File: src/rtl/bcd_to_seven_segment.sv
// Registered BCD-to-seven-segment decoder with lamp-test, blanking and
// ripple-blanking controls; one instance per display digit.
//
// Parameters:
//   ACTIVE_LOW : 0 = lit segment drives 1 (common cathode),
//                1 = all of a..g inverted (common anode); rbo/err unaffected.
// Ports:
//   clk            clock
//   rst            asynchronous active-high reset (segments off, rbo=0, err=0)
//   bcd[3:0]       digit in; 0-9 valid, 10-15 invalid (decoded as blank)
//   lt             lamp test, lights all segments
//   bi             blanking input, turns all segments off (highest priority)
//   rbi            ripple-blank input, blanks a zero digit
//   a..g           registered segment drives
//   rbo            registered ripple-blank output to the next lower digit
//   err            registered flag, sampled bcd was 10-15
module bcd_to_seven_segment #(
    parameter bit ACTIVE_LOW = 1'b0
) (
    input  logic       clk,
    input  logic       rst,
    input  logic [3:0] bcd,
    input  logic       lt,
    input  logic       bi,
    input  logic       rbi,
    output logic       a,
    output logic       b,
    output logic       c,
    output logic       d,
    output logic       e,
    output logic       f,
    output logic       g,
    output logic       rbo,
    output logic       err
);

    localparam int unsigned SEG_W = 7;

    // Physical "all off" pattern, which depends on the drive polarity.
    localparam logic [SEG_W-1:0] SEG_OFF = {SEG_W{ACTIVE_LOW}};

    // Segment vectors are ordered {a,b,c,d,e,f,g}, a in the MSB.
    logic [SEG_W-1:0] dec_lit;
    logic [SEG_W-1:0] seg_lit;
    logic [SEG_W-1:0] seg_d;
    logic [SEG_W-1:0] seg_q;
    logic             rbo_d;
    logic             rbo_q;
    logic             err_d;
    logic             err_q;

    // Digit map in logical (lit = 1) form; invalid codes decode to blank.
    always_comb begin
        dec_lit = '0;
        case (bcd)
            4'd0:    dec_lit = 7'b1111110;
            4'd1:    dec_lit = 7'b0110000;
            4'd2:    dec_lit = 7'b1101101;
            4'd3:    dec_lit = 7'b1111001;
            4'd4:    dec_lit = 7'b0110011;
            4'd5:    dec_lit = 7'b1011011;
            4'd6:    dec_lit = 7'b1011111;
            4'd7:    dec_lit = 7'b1110000;
            4'd8:    dec_lit = 7'b1111111;
            4'd9:    dec_lit = 7'b1111011;
            default: dec_lit = '0;
        endcase
    end

    // Control priority bi > lt > ripple-blank > decode; polarity applied
    // before the register so the pins see a clean flop output.
    always_comb begin
        seg_lit = '0;
        rbo_d   = 1'b0;
        err_d   = (bcd > 4'd9);
        if (bi) begin
            seg_lit = '0;
        end else if (lt) begin
            seg_lit = '1;
        end else if (rbi && (bcd == 4'd0)) begin
            seg_lit = '0;
            rbo_d   = 1'b1;
        end else begin
            seg_lit = dec_lit;
        end
        seg_d = ACTIVE_LOW ? ~seg_lit : seg_lit;
    end

    // Output register.
    always_ff @(posedge clk or posedge rst) begin
        if (rst) begin
            seg_q <= SEG_OFF;
            rbo_q <= 1'b0;
            err_q <= 1'b0;
        end else begin
            seg_q <= seg_d;
            rbo_q <= rbo_d;
            err_q <= err_d;
        end
    end

    assign {a, b, c, d, e, f, g} = seg_q;
    assign rbo = rbo_q;
    assign err = err_q;

endmodule

File: config.mk
export PLATFORM = sky130hd
export DESIGN_NAME = bcd_to_seven_segment
export DESIGN_NICKNAME = d
export VERILOG_FILES = /design/src/rtl/bcd_to_seven_segment.sv
export SDC_FILE = /design/constraint.sdc
export NUM_CORES = 1
export LEC_CHECK = 0
export ABC_AREA = 1
export BUFFER_PORTS_ARGS = -buffer_cell sky130_fd_sc_hd__buf_2
export CAP_MARGIN = 40
export CORE_AREA = 10 10 47 49
export CTS_CLUSTER_DIAMETER = 100
export DETAILED_ROUTE_END_ITERATION = 6
export DIE_AREA = 0 0 57 59
export SLEW_MARGIN = 40
export SYNTH_ARGS = -nofsm -noshare
export SYNTH_HDL_FRONTEND = slang
export SYNTH_SLANG_ARGS = --single-unit
File: constraint.sdc
create_clock -name clk -period 0.8 [get_ports clk]
set_clock_uncertainty 0.2 [all_clocks]
set_input_delay 0.16 -clock clk [delete_from_list [all_inputs] [get_ports clk]]
set_output_delay 0.16 -clock clk [all_outputs]
set_load 0.05 [all_outputs]
==> results by group, run 1 <==
Run status
  – Status: finished, violations left
  – Failing checks: negative hold slack, negative setup slack

Clocking
  – TritonCTS buffer count: 3
  – Clock buffer depth: 2
  – Setup bufs post-CTS: 0
  – CTS tree: done
  – Sink Count: 9
  – Worst-path clk slew: around 0.050 ns
  – H-tree depth: 1
  – Root Buffer: clkbuf_4

Cells and area
  – Layout cells sized above 1: between 80% and 90%
  – Finished Layout Cells: ~100
  – Fin area: a little under 0.001 mm²
  – ANT cells: 0
  – Nets: 100
  – Area grow syn2layout: 97.7%

Power and ir drop
  – Total power: 1.31 mW
  – Static leakage: 0.450 nW
  – Maximum vdd drop: 0.000607 V
  – PD cells: 1320 mW/mm²

Logic synthesis
  – Synth Area in Adders: about 13%
  – Top post-synthesis cells by area: dfrtp_1 (45%), ha_1 (13%), nand3_1 (10%)
  – Syn_area_per_cell: between 8 and 9 µm²
  – Cell taking the most area after synthesis: dfrtp_1
  – Post-synth top area share: 45.0%
  – Post-synthesis register bit count: 9
  – Synth Area in Compound Gates: 10.8%
  – Cell count after synthesis: 57
  – Simple-Gate Fraction of Synth Area: 23.5%
  – Post-synthesis mux area share: 0%
  – Synth Area in XOR/XNOR: 0%
  – Mapped cell area: 500 µm²
  – Warning count from the yosys run: 0
  – Register area share after synthesis: between 40% and 50%
  – Synthesized Nets: 71
  – Netlist cell types: 14
  – Largest family of logic cells by synthesized area: simple AND/OR/NAND/NOR gates

Worst setup path
  – CP Class: reg2out
  – Slowest CP cell: dfrtp_2
  – Maximum fanout along the worst path: 1
  – Largest stage delay, worst path: ~0.39 ns
  – Critical Path AT: 0.79 ns
  – Critical Path Start Type: flop
  – Crit path launch: seg_q[4]
  – CP cell instances: buf_6
  – Critical path's top delay family: flip-flops
  – CP Capture Type: output pin
  – WP buf/inv: 1
  – Data required time at the worst endpoint: roughly 0.44 ns

Placement
  – IO Port Bufs: 17
  – Placed cell count: 97
  – Placer Congestion: 0.804
  – Setup WS pre-CTS: -0.503 ns
  – DP Area: between 700 and 800 µm²
  – HPWL after DPL: ~930 µm

STA
  – Final WS setup: -0.352 ns
  – Max-slew violations: 0
  – Final Critical Period: about 1.2 ns
  – Achievable frequency: 868 MHz
  – Final hold slack: -0.349 ns
  – Worst slew pin tran: around 0.33 ns
  – Final Setup Violations: 17
  – Slew margin rel.: around 80%
  – Unrepaired setup endpoints after global routing: yes
  – Final period util: 144%
  – Fin. Hold Viols: 10

Die
  – Core footprint: ~0.0014 mm²
  – Die Ht: a little under 60 µm
  – Cell row count: 14
  – Die area: between 0.003 and 0.004 mm²
  – Initial Util: a little over a third
  – Ports: 18
  – Die W: approximately 57 µm

Drt
  – Final antenna-violating net count: 0
  – Initial DRC Count: 3
  – Vias: 481
  – Drc violations: 0
  – Via density: around 4.8
  – Routed wire length: approximately 1.2 mm
  – WL per Instance: between 10 and 15 µm
  – Number of detailed-route iterations in the first pass: 3

Min path
  – Hold Path Class: in2async

Global routing
  – All-Layer GR Usage: about 7.3%
  – First-pass GRT wire length: a little over 2 mm
  – Largest net degree at the start of global routing: 10
  – Global-route congestion overflow total: 0
  – Vias in the first global route: 514
  – Initial antenna violation count: 0

Run
  – Max cap viols: 0
## flip-flops by register name, summed over array words and instances (netlist names)
signal  flops
err         1
seg_q       7
rbo         1
## layout make-up
class / count / area (µm²)
Clock buffer: 4 / 26.3
Fill cell: 105 / 412
Multi-Input combinational cell: 37 / 402
Tap cell: 16 / 20.0
Timing Repair Buffer: 25 / 243
Sequential cell: 9 / 235
Inverter: 10 / 63.8
## cells in the mapped netlist (all sizes together)
library cell / number
nand3: 11
buf: 1
inv: 9
ha: 5
o21ai: 2
dfrtp: 9
a21oi: 8
nor2: 1
nand2: 9
nor3: 1
clkinv: 1
## routing by layer
metal | GRT usage, % | vias to the layer above | share of wire, %
met3 | 2.36 | 2 | 7.3
met4 | 6.71 | 0 | 2.0
met1 | 5.78 | 224 | 32
met5 | 0 | - | 0
li1 | - | 242 | -
met2 | 13.6 | 13 | 59
## worst max path at each step
stage                to  slack [ns]  cells past startpoint
4_1_cts               c       -0.36                      1
5_1_grt               c       -0.38                      1
2_1_floorplan  seg_q[3]       -0.17                      6
3_5_place_dp   seg_q[3]       -0.50                      7
3_3_place_gp   seg_q[6]       -0.51                      8
6_report              c       -0.35                      1
## cell families (layout without fill, tap and decap cells)
| kind of cell | count (synthesis) | count (layout) |
|---|---|---|
| AND/OR/NAND/NOR | 22 | 22 |
| buffers and inverters | 11 | 39 |
| AO/OA/AOI/OAI | 10 | 10 |
| flip-flops | 9 | 9 |
| adder cells (fa/ha/maj) | 5 | 5 |
## what timing repair did
| action | in CTS | in global routing |
|---|---|---|
| endpoints found under the hold margin | 17 | 10 |
| resized for setup | 41 | 15 |
| setup endpoints to repair | 18 | 18 |
| pin swaps | 13 | 8 |
## power by group
part	total, mW	internal, mW	switching, mW
logic	0.484	0.198	0.286
registers	0.502	0.490	0.0128
clock network	0.322	0.190	0.132
## cell usage in the layout (no fill, tap or decap)
cell / n
a21oi_2: 8
dfrtp_2: 8
clkbuf_4: 3
nand3_1: 3
inv_2: 2
nand2_2: 4
nand2_1: 4
nor2_4: 1
buf_6: 12
buf_12: 2
nand2_4: 1
o21ai_2: 1
ha_4: 5
nand3_2: 7
dfrtp_1: 1
clkinv_2: 1
inv_1: 5
inv_12: 2
buf_2: 6
nand3_4: 1
o21ai_4: 1
nor3_4: 1
buf_4: 5
clkbuf_1: 1
## per-stage QoR
step / util [%] / setup TNS [ns]
global route: 70.6 / -4.44
CTS: 66.3 / -3.80
detailed placement: 53.2 / -5.27
global placement: 53.2 / -5.20
floorplan: - / -1.45
finish: 70.6 / -3.83
No activity file was read; power rests on OpenSTA's default activity.
==> run 2: changes to the inputs <==
--- a/config.mk
+++ b/config.mk
@@ -5,7 +5,6 @@
 export SDC_FILE = /design/constraint.sdc
 export NUM_CORES = 1
 export LEC_CHECK = 0
-export ABC_AREA = 1
 export BUFFER_PORTS_ARGS = -buffer_cell sky130_fd_sc_hd__buf_2
 export CAP_MARGIN = 40
 export CORE_AREA = 10 10 47 49
==> run 2 against run 1 <==
Net effect: the flow still finishes with violations (negative hold slack, negative setup slack); sequential share of layout area fell by 0.98 points; combinational power rose by 5.2%; global-route usage rose by 1.4 points; cell count fell by 5.0%; worst setup slack got worse by 0.021 ns; flip-flop and latch count did not move; die area did not move; non-clock buffer count rose by 3; hold slack got worse by 0.016 ns; sequential power barely moved; synthesized cell count fell by 12%; critical path type unchanged; critical endpoint is now f; largest cell class unchanged.
==> results by group, run 2 <==
Run status
  – Status: finished, violations left
  – Failing checks: negative hold slack, negative setup slack

Worst setup path
  – CP cell instances: buf_6
  – CP Capture Type: output pin
  – Data required time at the worst endpoint: roughly 0.44 ns
  – Critical Path AT: just over 0.8 ns
  – Critical path's top delay family: flip-flops
  – Largest stage delay, worst path: around 0.4 ns
  – Slowest CP cell: dfrtp_2
  – WP buf/inv: 1
  – Critical Path Start Type: flop
  – Maximum fanout along the worst path: 1
  – Crit path launch: seg_q[1]
  – CP Class: reg2out

Logic synthesis
  – Post-synthesis mux area share: 0%
  – Commonest cells in the netlist: dfrtp_1 (9), a21oi_1 (5), ha_1 (5), inv_1 (5), nor2_1 (4)
  – Simple-Gate Fraction of Synth Area: approximately 18%
  – Register area share after synthesis: 45.7%
  – Synth Area in XOR/XNOR: 0%
  – Netlist cell types: 22
  – EDFF count, synth: 0
  – Mapped cell area: between 400 and 500 µm²
  – Top post-synthesis cells by area: dfrtp_1 (46%), ha_1 (13%), a21oi_1 (5.1%)
  – Synth Area in Compound Gates: approximately 17%
  – Post-synthesis register bit count: 9
  – Cell taking the most area after synthesis: dfrtp_1
  – Post-synth top flop: dfrtp_1
  – Synth Area in Adders: 12.7%
  – Count leader, synth: dfrtp_1
  – Post-synth top area share: a little under half
  – Syn_area_per_cell: slightly below 10 µm²
  – Largest family of logic cells by synthesized area: simple AND/OR/NAND/NOR gates
  – Cell count after synthesis: 50
  – FFs w/ async S/R, synth: between 90% and 100%
  – Warning count from the yosys run: 0
  – Synthesized Nets: 64

Die
  – Initial Util: between 30% and 40%
  – Core footprint: 0.00140 mm²
  – Ports: 18
  – Die Ht: 59 µm
  – Die W: 57 µm
  – Die area: roughly 0.0034 mm²
  – Cell row count: 14

STA
  – Max-slew violations: 0
  – Final Critical Period: about 1.2 ns
  – Slew margin rel.: 79.5%
  – Unrepaired setup endpoints after global routing: yes
  – Worst slew pin tran: around 0.31 ns
  – Final hold slack: -0.364 ns
  – Final Setup Violations: 17
  – Final WS setup: -0.373 ns
  – Achievable frequency: around 850 MHz
  – Total Neg Setup Slack: -4.42 ns
  – Final period util: 147%
  – Fin. Hold Viols: 11

Clocking
  – Clock buffer depth: 2
  – TritonCTS buffer count: 3
  – H-tree depth: 1
  – CTS tree: done
  – Sink Count: 9
  – Worst-path clk slew: ~0.060 ns
  – Root Buffer: clkbuf_4

Placement
  – DP Area: roughly 800 µm²
  – HPWL after DPL: between 1 and 1.5 mm
  – IO Port Bufs: 17
  – Setup WS pre-CTS: -0.584 ns
  – Placed cell count: 90
  – Placer Congestion: 0.762

Drt
  – Via density: roughly 5
  – Vias: about 480
  – Number of detailed-route iterations in the first pass: 2
  – Drc violations: 0
  – Routed wire length: 1.33 mm
  – WL per Instance: around 14 µm
  – Initial DRC Count: 6
  – Final antenna-violating net count: 0

Power and ir drop
  – Total power: between 1 and 1.5 mW
  – Maximum vdd drop: 0.000587 V
  – PD cells: 1310 mW/mm²
  – Static leakage: around 0.42 nW

Cells and area
  – Commonest non-fill, non-tap cell in the layout: buf_6
  – Layout Utilization: approximately 74%
  – ANT cells: 0
  – Most frequent cells in the layout: buf_6 (10), buf_4 (9), dfrtp_2 (8), buf_2 (6), ha_4 (5)
  – Area grow syn2layout: 109%
  – Largest Register: seg_q
  – Finished Layout Cells: 96
  – Max reg flops: 7
  – FILL cells: 85
  – Layout cells sized above 1: between 80% and 90%
  – Fin area: 0.00103 mm²
  – Nets: 95

Global routing
  – Largest net degree at the start of global routing: 10
  – Global-route congestion overflow total: 0
  – First-pass GRT wire length: 2.33 mm
  – Initial antenna violation count: 0
  – Vias in the first global route: roughly 520
  – All-Layer GR Usage: 8.68%

Min path
  – Hold Path Class: in2async

Run
  – Max cap viols: 0
[run 2: changes by cell type in the layout (fill, tap and decap cells not counted), moves of 3 or more]
| cell | previous run | this run |
|---|---|---|
| nand3_2 | 7 | 1 |
| a21oi_2 | 8 | 4 |
| buf_4 | 5 | 9 |
| nand2_1 | 4 | 1 |
| nand2_2 | 4 | 1 |
| nand3_1 | 3 | 0 |
[run 2: per-layer routing]
| metal | vias up | track usage [%] | routed length (µm) |
|---|---|---|---|
| met1 | 223 | 8.65 | 509 |
| met5 | - | 0 | 0 |
| met2 | 17 | 14.4 | 673 |
| met4 | 0 | 6.04 | 36 |
| met3 | 5 | 3.65 | 110 |
| li1 | 233 | - | - |
[run 2: path summary, 6_finish.rpt]
kind | cells after the start | to
worst min-delay path | 2 | seg_q[2]
min in group clk | 2 | seg_q[2]
max in group asynchronous | 2 | err
worst max-delay path | 1 | f
[run 2: area by class of cell]
class                      count  area, µm²  area share [%]
timing repair buffer          28        270            26.2
multi-input combinational     34        433            41.9
clock buffer                   4       26.3            2.55
sequential                     9        235            22.8
inverter                       5       47.5            4.61
tap                           16       20.0            1.94
[run 2: cell families after synthesis]
logic type | Yosys count
AO/OA/AOI/OAI | 13
flip-flops | 9
AND/OR/NAND/NOR | 16
buffers and inverters | 7
adder cells (fa/ha/maj) | 5
[run 2: power by group]
part / total (mW) / internal [mW] / leakage (nW) / switching (mW)
combinational: 0.509 / 0.219 / 0.306 / 0.290
sequential: 0.504 / 0.490 / 0.103 / 0.0138
clock: 0.341 / 0.192 / 0.0150 / 0.149
total: 1.35 / 0.901 / 0.424 / 0.453
[run 2: timing repair]
item / 4_1_cts / 5_1_grt
gates resized for setup: 34 / 9
setup endpoints to repair: 18 / 17
endpoints found under the hold margin: 15 / 9
pin swaps: 6 / 4
setup buffers: 1 / 1
